<file path="src/rtl/ct_split.sv">
// Packet-aware splitter/multicaster: routes each packet to the ports in the mask sampled on its first beat.
// Latency: zero, all outputs are combinational from inputs and route/done state.
// Backpressure: a beat is consumed only once every routed port has taken it; ports that already took it are masked off.
module ct_split #(
    parameter int RADIX   = 2,
    parameter int WIDTH   = 8,
    parameter int EOP_LOC = 0
) (
    input  logic             clk,
    input  logic             reset_n,
    input  logic [WIDTH-1:0] i_data,
    input  logic             i_valid,
    input  logic [RADIX-1:0] i_mask,
    output logic             o_ready,
    output logic [WIDTH-1:0] o_data,
    output logic [RADIX-1:0] o_valid,
    input  logic [RADIX-1:0] i_ready
);

    typedef enum logic {
        S_SOP  = 1'b0,
        S_BODY = 1'b1
    } state_t;

    state_t           state, state_nxt;
    logic [RADIX-1:0] route, route_nxt;
    logic [RADIX-1:0] done, done_nxt;

    logic [RADIX-1:0] rt;
    logic [RADIX-1:0] acc;
    logic             in_vld;
    logic             bc;
    logic             eop;

    // Outputs are forced idle while reset is held, independent of the flops.
    assign in_vld = i_valid & reset_n;
    assign eop    = i_data[EOP_LOC];
    assign rt     = (state == S_SOP) ? i_mask : route;
    assign o_data = i_data;

    always_comb begin
        o_valid = {RADIX{in_vld}} & rt & ~done;
        acc     = o_valid & i_ready;
        bc      = in_vld & ((rt & ~(done | acc)) == '0);
        o_ready = bc;
    end

    always_comb begin
        state_nxt = state;
        route_nxt = route;
        done_nxt  = done | acc;
        if (bc) begin
            done_nxt = '0;
            case (state)
                S_SOP: begin
                    // Single-beat packets never leave S_SOP and leave the route untouched.
                    if (!eop) begin
                        route_nxt = i_mask;
                        state_nxt = S_BODY;
                    end
                end
                S_BODY: begin
                    if (eop) begin
                        state_nxt = S_SOP;
                    end
                end
                default: state_nxt = S_SOP;
            endcase
        end
    end

    always_ff @(posedge clk or negedge reset_n) begin
        if (!reset_n) begin
            state <= S_SOP;
            route <= '0;
            done  <= '0;
        end else begin
            state <= state_nxt;
            route <= route_nxt;
            done  <= done_nxt;
        end
    end

endmodule

</file>
<file path="config.mk">
export PLATFORM = sky130hd
export DESIGN_NAME = ct_split
export DESIGN_NICKNAME = d
export VERILOG_FILES = /design/src/rtl/ct_split.sv
export SDC_FILE = /design/constraint.sdc
export NUM_CORES = 1
export LEC_CHECK = 0
export ABC_AREA = 1
export CORE_AREA = 2 2 39 41
export DETAILED_ROUTE_END_ITERATION = 7
export DIE_AREA = 0 0 41 43
export PLACE_DENSITY = 0.76
export SLEW_MARGIN = 30
export SYNTH_ARGS = -nofsm -noshare
export SYNTH_HDL_FRONTEND = slang
export SYNTH_SLANG_ARGS = --single-unit
</file>
<file path="constraint.sdc">
create_clock -name clk -period 1.2 [get_ports clk]
set_input_delay 0.24 -clock clk [delete_from_list [all_inputs] [get_ports clk]]
set_output_delay 0.24 -clock clk [all_outputs]
set_load 0.1 [all_outputs]
</file>
==> impl.org <==
** Floorplanning
- From bottom edge to top edge, the die measures ~43 µm.
- IO Pins :: 26
- Die width :: 41 µm
- After floorplanning, the core was sized to cover between 1000 and 1500 µm².
- Die footprint :: 1760 µm²
- For this configuration, the core starts out at a cell density of between 30% and 40%.
- The floorplan has 14 rows.

** Worst hold path
- The path class of the tightest hold or removal check is input port to asynchronous set/reset pin.

** Timing
- For the finished layout, the period the worst path requires is about 1600 ps.
- Fin crit share :: 130%
- Final setup violation count :: 8
- RSZ-0062 raised after global routing :: yes
- Worst hold slack :: 80.2 ps
- The number of pins exceeding their max-slew limit in the final report is 0.
- For this run, the top clock speed supported by timing is between 600 and 700 MHz.
- Final-report hold violation count :: 0
- For the pin with the worst max-slew slack, the measured transition is roughly 230 ps.
- Worst-case headroom to the max-slew limit :: 84.7%
- Once routing completed, OpenROAD measured the worst setup slack at -358 ps.
- On the final layout, the worst clock skew is around 7.4 ps.

** Setup path
- At the worst endpoint, the arrival time is roughly 1300 ps.
- The critical path is of the flip-flop to output pin type.
- In this run the worst path has a maximum fanout of 5.
- STA puts the critical path data required time at between 900 and 1000 ps.
- The setup check on the worst reg-to-reg path leaves a slack of -210 ps.
- Capture instance of the worst register-to-register path :: state$_DFFE_PN0P_
- Startpoint of the worst setup timing path :: state$_DFFE_PN0P_
- The number of cells on the worst reg-to-reg path is 8.
- In this run the critical register-to-register path is launched from state$_DFFE_PN0P_.
- Endpoint type of the worst setup path :: output pin
- STA classifies the critical path startpoint as a flip-flop.

** Drt
- Total iterations of the first detailed-routing run :: 4
- After detailed routing, the number of remaining DRC violations is 0.
- The detail route stage leaves a number of antenna-violating nets equal to 0.
- Dividing the detail-routed via count by the number of cells gives 4.62.
- Total vias in the final route :: ~470
- Initial drt markers :: 13
- The routed design has ~1200 µm of wire.
- After detailed routing, the average wire length per cell comes to about 12 µm.

** Logic synthesis
- Number of register bits inferred by synthesis :: 5
- Synthesis instantiated 15 different standard cells from the library.
- Avg Inst Size Synth :: between 7 and 8 µm²
- Gate count of the mapped netlist :: 58
- Sequential fraction of the synthesis area :: 29.6%
- The synthesized netlist occupies a cell area of about 420 µm².
- Counting every net in the synthesized netlist gives 73.
- The Yosys step of the flow raised 0 warnings.

** Power
- In this run the static leakage power is ~0.39 nW.
- Power per unit of standard cell area :: 1990 nW/µm²
- IR analysis of the VDD net gives a maximum drop of approximately 1100 µV.

** Global route
- Maximum number of pins on one net before global-route repair :: 6
- The number of global-route vias before repair came to about 470.
- Total GRT Usage :: between 10% and 20%
- Overflow left after global routing :: 0
- The initial antenna violation count came to 0.
- Wire length of the first global-routing pass :: 1900 µm

** Final layout
- Post-layout instance count excluding filler cells :: 101
- Share of the core filled with cells in the final layout :: 53.2%
- Most common cell after layout, fill and taps aside :: sky130_fd_sc_hd__buf_4
- Layout area overhead :: 74.0%
- The number of antenna diodes in the final layout is 0.
- Net count of the finished layout :: between 100 and 150
- Fraction of final layout cells sized beyond drive strength 1 :: between 50% and 60%
- In the layout the commonest cells are sky130_fd_sc_hd__buf_4 (19), sky130_fd_sc_hd__nand2_1 (13), sky130_fd_sc_hd__nand2_2 (7), sky130_fd_sc_hd__inv_1 (5), sky130_fd_sc_hd__dlygate4sd2_1 (5).

** Job
- Max-cap violations in this run came to 0.

** CTS
- Number of buffers inserted by hold repair at cts :: 0
- CTS built an H-tree with a depth of 1.
- The clock net in this run drives a total of 5 sinks.
- Clock root buffer :: sky130_fd_sc_hd__clkbuf_4
- Clock tree from TritonCTS :: done
- Clock-pin slew was measured on the worst setup and hold paths at ~50 ps.
- Buffers inserted during clock tree synthesis total 3.
- The clock passes through at most 2 buffers.
- For the worst-skew pair, the clock arrives at the later sink with an insertion delay of between 200 and 300 ps.

** Placed design
- The HPWL after detailed placement is between 800 and 900 µm.
- Port buffering added 11 buffers.
- Post-Place Cells :: 93
- Routability-driven placement congestion ratio :: roughly 0.81

** Status
- Result of the run :: finished, violations left
- The final reports fail on negative setup slack.
## cell families (layout without fill, tap and decap cells)
kind of cell | count (synthesis) | count (layout) | synth area share, %
DFF | 5 | 5 | 29.6
and+or+nand+nor | 31 | 31 | 34.9
AOI/OAI and AO/OA | 5 | 5 | 13.3
buffers and inverters | 17 | 44 | 22.2
## final cells by class
class	count	area [µm²]
repair buffers	31	300
multi-input cells	36	229
clock buffers	4	26.3
inverters	9	33.8
well taps	16	20.0
flip-flops and latches	5	126
fillers	126	648
## flip-flops by register name, summed over array words and instances (netlist names)
register  cells
done          2
route         2
state         1
## layer usage
metal	vias up	wire length, µm	track usage [%]
met5	-	0	0
met4	0	11	6.00
met3	2	96	6.81
met2	18	649	26.9
met1	220	430	17.9
li1	227	-	-
## worst max-delay path: stages (launching register included)
cell and delay [ps]:
sky130_fd_sc_hd__dfrtp_2 430, sky130_fd_sc_hd__nand2_1 80, sky130_fd_sc_hd__nand2_2 70, sky130_fd_sc_hd__o211ai_2 90, sky130_fd_sc_hd__nand2_2 90, sky130_fd_sc_hd__nor2_4 130
sky130_fd_sc_hd__buf_12 180
## stage by stage
step	setup WS (ps)	instance area [µm²]	power, W	TNS [ps]
after floorplan	-280	440	0.000894	-1270
after detailed placement	-460	671	0.00118	-2800
final	-358	736	0.00146	-1850
after global placement	-436	671	0.00115	-2540
after CTS	-379	708	0.00142	-1200
after global routing	-431	736	0.00157	-2460
## repair_timing
item                                    CTS  global route
gates resized for setup                   7             7
buffers inserted                          2             3
endpoints found under the setup margin    8             8
pin swaps                                 4             6
## power breakdown
group          leakage [nW]  internal [W]  switching, W
Combinational         0.309      0.000438      0.000525
Clock                0.0150      0.000126     0.0000730
Sequential           0.0626      0.000248     0.0000531
Total                 0.386      0.000812      0.000651
## cell usage after synthesis
library cell                n  share of area [%]
sky130_fd_sc_hd__inv_2      1               0.89
sky130_fd_sc_hd__nand2_1   16                 14
sky130_fd_sc_hd__dfrtp_1    5                 30
sky130_fd_sc_hd__nand2_2    4                5.9
sky130_fd_sc_hd__buf_4      8                 14
sky130_fd_sc_hd__o21ai_0    1                1.2
sky130_fd_sc_hd__nor2_2     2                3.0
sky130_fd_sc_hd__nand3_1    1                1.2
sky130_fd_sc_hd__a21oi_1    1                1.2
sky130_fd_sc_hd__nand4_1    3                4.4
sky130_fd_sc_hd__inv_1      8                7.1
sky130_fd_sc_hd__a31oi_4    1                5.0
sky130_fd_sc_hd__o211ai_2   2                5.9
sky130_fd_sc_hd__nor2_1     4                3.5
sky130_fd_sc_hd__nand2_4    1                2.7
## worst max-delay path by stage
stage	depth (start not counted)	slack (ps)	end
CTS	7	-380	o_ready
floorplan	6	-280	o_ready
global route	7	-430	o_ready
detailed placement	6	-460	o_ready
global placement	6	-440	o_ready
finish	6	-360	o_ready
No activity file was read; power rests on OpenSTA's default activity.
